$ cat src/rtl/half_norm_round.sv
// Iterative normalize, round and pack stage for the binary16 multiplier.
// Define HALF_NORM_ROUND_RNE_EN for round-to-nearest-even; default truncates.
module half_norm_round #(
    parameter int BIAS = 15
) (
    input  logic        clk,
    input  logic        rst,
    input  logic        in_valid,
    output logic        in_ready,
    input  logic        sign,
    input  logic [5:0]  exp,
    input  logic [20:0] frac_norm,
    output logic        out_valid,
    input  logic        out_ready,
    output logic [15:0] out_data,
    output logic [2:0]  out_flags
);

    typedef enum logic [1:0] {
        IDLE,
        NORM,
        ROUND,
        DONE
    } state_t;

    state_t state_q;
    state_t state_d;

    logic              sign_q;
    logic [20:0]       f_q;
    logic signed [7:0] e_q;

    logic              f_zero;
    logic              norm_done;
    logic [9:0]        mant;
    logic              guard;
    logic              sticky;
    logic              inexact;
    logic [9:0]        mant_r;
    logic signed [7:0] e_r;
    logic              is_ovf;
    logic              is_unf;
    logic              is_norm;
    logic [15:0]       pack_data;
    logic [2:0]        pack_flags;

    assign f_zero    = (f_q == 21'd0);
    assign norm_done = f_q[20] || f_zero;
    assign in_ready  = (state_q == IDLE) && !rst;

    always_comb begin
        state_d = state_q;
        unique case (state_q)
            IDLE:  if (in_valid) state_d = NORM;
            NORM:  if (norm_done) state_d = ROUND;
            ROUND: state_d = DONE;
            DONE:  if (out_ready) state_d = IDLE;
        endcase
    end

    assign mant    = f_q[19:10];
    assign guard   = f_q[9];
    assign sticky  = |f_q[8:0];
    assign inexact = guard | sticky;

`ifdef HALF_NORM_ROUND_RNE_EN
    logic        round_up;
    logic [10:0] mant_sum;

    assign round_up = guard & (sticky | mant[0]);
    assign mant_sum = {1'b0, mant} + 11'(round_up);
    // A carry out leaves mant_sum[9:0] at zero and bumps the exponent
    assign mant_r   = mant_sum[9:0];
    assign e_r      = e_q + 8'(mant_sum[10]);
`else
    assign mant_r   = mant;
    assign e_r      = e_q;
`endif

    assign is_ovf  = !f_zero && (e_r >= 8'sd31);
    assign is_unf  = !f_zero && (e_r <= 8'sd0);
    assign is_norm = !f_zero && !is_ovf && !is_unf;

    always_comb begin
        pack_data  = {sign_q, 15'h0000};
        pack_flags = 3'b000;
        unique case (1'b1)
            f_zero: begin
                pack_data  = {sign_q, 15'h0000};
                pack_flags = 3'b000;
            end
            is_ovf: begin
                pack_data  = {sign_q, 5'h1F, 10'h000};
                pack_flags = 3'b101;
            end
            is_unf: begin
                pack_data  = {sign_q, 15'h0000};
                pack_flags = 3'b011;
            end
            is_norm: begin
                pack_data  = {sign_q, e_r[4:0], mant_r};
                pack_flags = {2'b00, inexact};
            end
        endcase
    end

    always_ff @(posedge clk) begin
        if (rst) begin
            state_q   <= IDLE;
            sign_q    <= 1'b0;
            f_q       <= 21'd0;
            e_q       <= 8'sd0;
            out_valid <= 1'b0;
            out_data  <= 16'h0000;
            out_flags <= 3'b000;
        end else begin
            state_q <= state_d;
            unique case (state_q)
                IDLE: begin
                    if (in_valid) begin
                        sign_q <= sign;
                        f_q    <= frac_norm;
                        e_q    <= {2'b00, exp} - 8'(BIAS) + 8'd1;
                    end
                end
                NORM: begin
                    if (!norm_done) begin
                        f_q <= f_q << 1;
                        e_q <= e_q - 8'sd1;
                    end
                end
                ROUND: begin
                    out_valid <= 1'b1;
                    out_data  <= pack_data;
                    out_flags <= pack_flags;
                end
                DONE: begin
                    if (out_ready) out_valid <= 1'b0;
                end
            endcase
        end
    end

endmodule
$ cat config.mk
export PLATFORM = sky130hd
export DESIGN_NAME = half_norm_round
export DESIGN_NICKNAME = d
export VERILOG_FILES = /design/src/rtl/half_norm_round.sv
export SDC_FILE = /design/constraint.sdc
export NUM_CORES = 1
export LEC_CHECK = 0
export CORE_MARGIN = 3
export CORE_UTILIZATION = 47
export DETAILED_ROUTE_END_ITERATION = 6
export GPL_TIMING_DRIVEN = 0
export PLACE_DENSITY = 0.75
export RECOVER_POWER = 50
export SYNTH_ARGS = -nofsm -noshare
export SYNTH_HDL_FRONTEND = slang
export SYNTH_SLANG_ARGS = --single-unit
$ cat constraint.sdc
create_clock -name clk -period 2.2 [get_ports clk]
set_clock_uncertainty 0.05 [all_clocks]
set_input_delay 0.44 -clock clk [delete_from_list [all_inputs] [get_ports clk]]
set_output_delay 0.44 -clock clk [all_outputs]
set_load 0.02 [all_outputs]
==> impl_metrics.toml, run 1 <==
[worst_setup_path]
crit_path_start_kind = "input pin"
r2r_end = "f_q[19]$_SDFFE_PP0P_"
timing.reg2reg.setup_slack_ps = 110
slowest_stage_cell_cp = "clkdlybuf4s50_1"
crit_path_end_kind = "flip-flop"
critical_path.startpoint = "exp[1]"
worst_r2r_startpoint = "state_q[1]$_SDFFE_PP0P_"
critPathMaxStageDelay_ps = 510
critPathMaxFanout = 3
wp_data_required_ps = 2370
worst-setup-path-type = "in -> reg"
worstRegToRegCells = 8
crit_path_cell_trace = "clkdlybuf4s50_1 > ha_1 > xnor2_1 > a211o_1 > and3b_1 > a2bb2oi_1 > a211oi_1"
arrival_ps = 2280

[logic_synthesis]
synth.avg_cell_area_um2 = 9.258
yosys.area.top_type_share_pct = 38.38
yosys_register_bits = 52
synth_warnings = 0
synth_area_leader_cell = "dfxtp_1"
synthesized_instance_count = 293
synthArstFlopShare_pct = 0
synthesis.area_mm2 = 0.002713
synth_seq_area_share_pct = 38.38
yosysUniqueCellTypes = 46
synth_nets = 335
dominantRegCellSynth = "dfxtp_1"
synth-edff-count = 0
synth.area.top_cells = "dfxtp_1, mux2i_1, a211oi_2"

[die]
std_cell_rows = 27
boundaryPins = 53
die_h_um = 81.97
die_w_um = 81.97
floorplan.die_area_mm2 = 0.006719
fp.coreArea_mm2 = 0.005540
initial_core_util_pct = 48.96

[final_layout]
layout.filler_cells = 485
area_growth_pct = 29.57
antenna_cells = 0
layout-drive-gt1-share_pct = 11.86
final_net_count = 395

[drt]
viasPerCell = 5.451
drt_pre_antenna_iters = 4
initialDrtViolationCount = 117
post_drt_wl_per_cell_um = 14.68
post_route_antenna_net_violation_count = 0
num_vias = 2322
total_routed_length_um = 6254
drc_errors = 0

[timing]
final_max_slew_viol_count = 0
grt_setup_unrepaired = "false"
timing.slew.headroom_pct = 57.70
timing.final.hold_violations = 0
report.final.setup_viol = 0
clock.fmax_mhz = 474.4
min_period_over_period_pct = 95.82
holdWs_ps = 420.0
layout_min_cycle_time_ps = 2108
tightestPinTransition_ps = 632.1
final.setup.tns_ps = 0

[power_and_ir_drop]
p_leak_nw = 1.359
fin_total_pwr_mw = 4.546
power.ir.vdd_worst_mv = 0.8600
power_per_cell_area_mw_per_mm2 = 1294

[min_path]
min_to = "out_data[13]$_SDFFE_PP0P_"
hold_depth = 2
min_path_type = "reg -> reg"
hold_start = "out_data[13]$_SDFFE_PP0P_"

[flow_run]
max_cap_violations = 0

[run_status]
outcome = "finished clean"

[clock_network]
numCtsBuffers = 5
cts-root-buf = "clkbuf_8"
cts.hold.buffers_added = 0
clock_tree_from_tritoncts = "built"
clk_pin_slew_ps = 90
clock_tree.buffer_depth = 2
insertion_delay_ps = 310
htree_levels = 2
cts_sinks = 52

[grt]
grt_antenna_before_repair = 0
grt_first_pass_wirelength_um = 10120
overflow = 0
grt_start_max_net_pins = 16
track_usage_pct = 19.40
vias_in_the_first_global_route = 2141

[placement]
io_buffers = 52
hpwl_um = 4622
finalWeightedCongestion = 0.8179
==> stage by stage <==
stage,cell area (µm²),cells,util (%),setup slack [ps]
final,3515,426,63.44,91.97
after CTS,3477,425,62.76,12.31
after detailed placement,3323,417,59.98,-717.6
after floorplan,2713,293,-,110.2
after global placement,3323,417,59.98,-714.7
after global routing,3515,426,63.44,11.37
==> cells in the final DEF, fill, tap and decap left out, types with 3 or more instances in the layout <==
cell type / instances
nor3_1: 3
clkdlybuf4s50_1: 30
a22o_1: 10
o21ai_0: 6
a211oi_1: 10
nand2_1: 11
nor2_1: 32
a211oi_2: 11
xnor2_1: 7
mux2i_1: 23
nor4_1: 3
a21oi_1: 19
clkbuf_1: 8
inv_1: 10
buf_2: 3
ha_1: 7
o211ai_1: 4
buf_6: 4
xor2_1: 3
nand3_1: 6
nand2b_1: 13
clkbuf_8: 6
o21bai_1: 6
dfxtp_1: 51
nand3b_1: 3
dlygate4sd3_1: 20
==> repair_timing <==
action,4_1_cts,5_1_grt
endpoints found under the setup margin,14,39
gates resized for setup,14,13
buffers inserted,0,1
pin swaps,0,2
hold endpoints to repair,0,0
==> registers in the layout (all words and copies together) (netlist names) <==
register and count:
out_valid 1, sign_q 1, out_flags 3, e_q 8, state_q 2, out_data 16, f_q 21
==> report_power, final <==
group | internal [mW] | leakage (nW) | total, mW | switching [mW]
logic | 1.06 | 0.877 | 2.41 | 1.35
clock network | 0.338 | 0.0552 | 0.640 | 0.302
registers | 1.22 | 0.427 | 1.49 | 0.270
total | 2.62 | 1.36 | 4.55 | 1.93
==> final cells by class <==
cell class / instances / area [µm²] / share of cell area [%]
clock inverter: 2 / 35.03 / 0.9968
timing repair buffer: 53 / 525.5 / 14.95
clock buffer: 6 / 72.57 / 2.065
buffer: 19 / 125.1 / 3.560
multi-input combinational: 212 / 1587 / 45.14
inverter: 10 / 37.54 / 1.068
sequential: 52 / 1042 / 29.65
tap: 72 / 90.09 / 2.563
==> cell usage after synthesis, types with 3 or more instances <==
cell      count
a22o_1       10
nand2b_1     13
nor3_1        3
nand3b_1      3
clkbuf_1     11
inv_1        10
nor4_1        4
nand3_1       6
a211oi_2     10
xnor2_1       7
buf_2         4
a211oi_1     11
nand2_1      11
mux2i_1      23
o21bai_1      6
xor2_1        3
o21ai_0       6
dfxtp_1      52
o211ai_1      4
nor2_1       32
ha_1         10
a21oi_1      19
==> logic make-up after synthesis <==
family          count (synthesis)  synth area share (%)
xor+xnor                       10                 3.229
compound gates                 84                 24.26
buf+inv                        29                 4.751
fa+ha+maj                      10                 4.613
flops                          52                 38.38
simple gates                   85                 16.28
mux                            23                 8.487
==> worst max-delay path by stage <==
stage,cells after the start,to
5_1_grt,7,e_q[6]$_SDFFE_PP0P_
6_report,7,e_q[6]$_SDFFE_PP0P_
3_5_place_dp,5,in_ready
4_1_cts,8,f_q[19]$_SDFFE_PP0P_
2_1_floorplan,7,e_q[5]$_SDFFE_PP0P_
3_3_place_gp,5,in_ready
==> critical path: cells and delay by family <==
kind            cells  cell delay, ps
fa+ha+maj           1             250
simple gates        1             180
compound gates      3             540
xor+xnor            1             350
buf+inv             1             510
==> metal layers <==
layer	GRT usage [%]	wire length (µm)
met1	27.16	3055
met2	29.97	2839
met3	3.509	298
met4	6.478	61
met5	0	0
No activity file was read; power rests on OpenSTA's default activity.
==> inputs of run 2 (changes only) <==
Settings changed: ABC_AREA set to 1, CORE_UTILIZATION 47 to 48, PLACE_DENSITY 0.75 to 0.76.
==> run 2 against run 1 <==
  * Total power rose by 16%
  * Critical path depth fell by 2
  * Die area rose by 7.8%
  * Synthesized cell count rose by 67%
  * Sequential share of layout area fell by 1.4 points
  * Wire length rose by 12%
  * Register-to-register slack improved by 210 ps
  * Core utilization fell by 1.9 points
  * Worst hold slack got worse by 5.9 ps
==> impl_metrics.toml, run 2 <==
[run_status]
outcome = "finished clean"

[logic_synthesis]
yosys.area.top_type_share_pct = 34.67
synthesis.area_mm2 = 0.003003
dominantRegCellSynth = "dfxtp_1"
yosysUniqueCellTypes = 27
yosys.cell_count.top_type = "nand2_1"
synth.area.top_cells = "dfxtp_1, nand2_1, nor2_1"
synth_warnings = 0
synth-edff-count = 0
synthArstFlopShare_pct = 0
synth_nets = 531
synth.avg_cell_area_um2 = 6.141
yosys_register_bits = 52
synth_area_leader_cell = "dfxtp_1"
synth_seq_area_share_pct = 34.67
synthesized_instance_count = 489
netlist_top_cells_count = "nand2_1, nor2_1, inv_1"

[final_layout]
area_growth_pct = 22.75
reg_top3 = "f_q: 21 flops, out_data: 16 flops, e_q: 8 flops"
largest_register_ffs = 21
mostFrequentLayoutCell = "nand2_1"
layout-drive-gt1-share_pct = 4.570
largest-register = "f_q"
layoutNonFillerInstCount = 622
antenna_cells = 0
mostFrequentLayoutCells = "nand2_1, nor2_1, inv_1"
final_net_count = 589

[drt]
met3WireLength_um = 276
initialDrtViolationCount = 134
topRoutingLayerUsed = "met4"
post_route_antenna_net_violation_count = 0
drt_pre_antenna_iters = 4
wirelength_met1_um = 3401
num_vias = 3005
met2RoutedLength_um = 3228
post_drt_wl_per_cell_um = 11.22
total_routed_length_um = 6978
drc_errors = 0
viasPerCell = 4.831

[die]
floorplan.die_area_mm2 = 0.007241
fp.coreArea_mm2 = 0.005991
die_h_um = 85.10
initial_core_util_pct = 50.13
die_w_um = 85.10
boundaryPins = 53
std_cell_rows = 28

[worst_setup_path]
critPathMaxStageDelay_ps = 390
critical_path.startpoint = "state_q[0]$_SDFFE_PP0P_"
worst_path_top_cell_family_by_delay = "buffers and inverters"
sum_of_buffers_and_inverters_on_the_critical_path = 3
critPathMaxFanout = 4
critical-path-top-cell-by-count = "inv_1"
slowest_stage_cell_cp = "dfxtp_1"
arrival_ps = 1510
worst_r2r_startpoint = "state_q[0]$_SDFFE_PP0P_"
wp_data_required_ps = 1710
crit_path_start_kind = "flip-flop"
crit_path_end_kind = "output port"
worst-setup-path-type = "reg -> out"
crit_path_cell_trace = "inv_1 > ha_1 > inv_1 > nor2_1 > dlygate4sd2_1"

[power_and_ir_drop]
power.ir.vdd_worst_mv = 0.8296
power_frac_clock_pct = 10.0
intPower_mw = 2.714
netSwitchingPower_mw = 2.558
power_per_cell_area_mw_per_mm2 = 1430
netSwitchingFraction_pct = 48.52
p_leak_nw = 1.848
power.combinational.fraction_pct = 60.1
pwr-share-seq_pct = 29.9

[min_path]
hold_start = "out_flags[2]$_SDFFE_PP0P_"
min_path_type = "reg -> reg"

[clock_network]
cts_post_setup_buffers_inserted = 0
cts-root-buf = "clkbuf_8"
cts_sinks = 52
numCtsBuffers = 5
clock_tree_from_tritoncts = "built"
insertion_delay_ps = 310
cts.hold.buffers_added = 0
clk_pin_slew_ps = 90
htree_levels = 2
clock_tree.buffer_depth = 2

[placement]
finalWeightedCongestion = 0.8350
dp_cells = 616
io_buffers = 52
hpwl_um = 5355

[timing]
report.final.setup_viol = 0
tightestPinTransition_ps = 520.1
final_max_slew_viol_count = 0
timing.final.hold_violations = 0
min_period_over_period_pct = 90.72
holdWs_ps = 414.1
clock.fmax_mhz = 501.1
grt_setup_unrepaired = "false"
layout_min_cycle_time_ps = 1996
timing.slew.headroom_pct = 65.33

[grt]
vias_in_the_first_global_route = 2755
grt_antenna_before_repair = 0
grt_first_pass_wirelength_um = 11760
grt_start_max_net_pins = 15
track_usage_pct = 19.71
overflow = 0

[flow_run]
max_cap_violations = 0
## run 2: cell types whose count changed in the layout (fill, tap and decap cells not counted), moves of 4 or more
cell,delta
a22o_1,-10
nand2b_1,-13
o211ai_1,-4
xnor2_1,-7
nor2_1,+78
inv_1,+45
a211oi_2,-11
mux2i_1,-23
nand3_1,+11
a211oi_1,-10
nand2_1,+138
o21bai_1,-6
o21ai_0,+27
## run 2: power by group through the flow
stage / Clock (mW) / Sequential (mW) / Combinational (mW)
global route: 0.574 / 1.62 / 3.64
detailed placement: 0 / 1.59 / 3.20
global placement: 0 / 1.58 / 3.14
floorplan: 0 / 1.60 / 2.40
finish: 0.526 / 1.57 / 3.17
CTS: 0.539 / 1.57 / 3.22
## run 2: cell families after synthesis
family / Yosys count / share of synthesized area, %
AO/OA/AOI/OAI: 57 / 9.583
XOR/XNOR: 2 / 0.5834
adder cells (fa/ha/maj): 10 / 4.167
buffers and inverters: 75 / 11.37
flip-flops: 52 / 34.67
AND/OR/NAND/NOR: 293 / 39.63
## run 2: area by class of cell
| type | count | area (µm²) |
|---|---|---|
| Buffer | 19 | 131.4 |
| Clock buffer | 6 | 72.57 |
| Clock inverter | 1 | 5.005 |
| Fill cell | 617 | 2305 |
| Inverter | 55 | 206.4 |
| Multi-Input combinational cell | 362 | 1615 |
| Sequential cell | 52 | 1041 |
| Tap cell | 75 | 93.84 |
| Timing Repair Buffer | 52 | 520.5 |
## run 2: final timing paths
path                               end  slack (ps)  cells past startpoint
max                           in_ready         200                      5
min          out_flags[2]$_SDFFE_PP0P_         410                      2
max reg2reg    state_q[1]$_SDFFE_PP0P_         320                     10
min reg2reg  out_flags[2]$_SDFFE_PP0P_         410                      2
## run 2: worst min-delay path, delay by kind of cell (launching register included)
kind / cells / cell delay (ps)
AOI/OAI and AO/OA: 1 / 50
DFF: 1 / 320
and+or+nand+nor: 1 / 60
## run 2: routing by layer
layer  vias to the layer above  track usage [%]
met1                      1328            25.73
met3                         7            3.010
met4                         0            6.331
met2                        60            33.33
li1                       1610                -
met5                         -                0
## run 2: through the flow
step                      power (mW)  util [%]  area, µm²  worst slack (ps)  setup TNS, ps
after global routing           5.842     61.53       3686             131.6              0
after floorplan                3.996         -       3003             601.9              0
after detailed placement       4.795     60.38       3617            -287.3         -936.6
after global placement         4.723     60.38       3617            -290.5         -717.8
after CTS                      5.327     61.57       3689             148.3              0
final                          5.272     61.53       3686             204.2              0
## run 2: what timing repair did
item	4_1_cts	5_1_grt
hold endpoints to repair	0	0
pin swaps	0	0
gates resized for setup	2	1
setup endpoints to repair	1	2
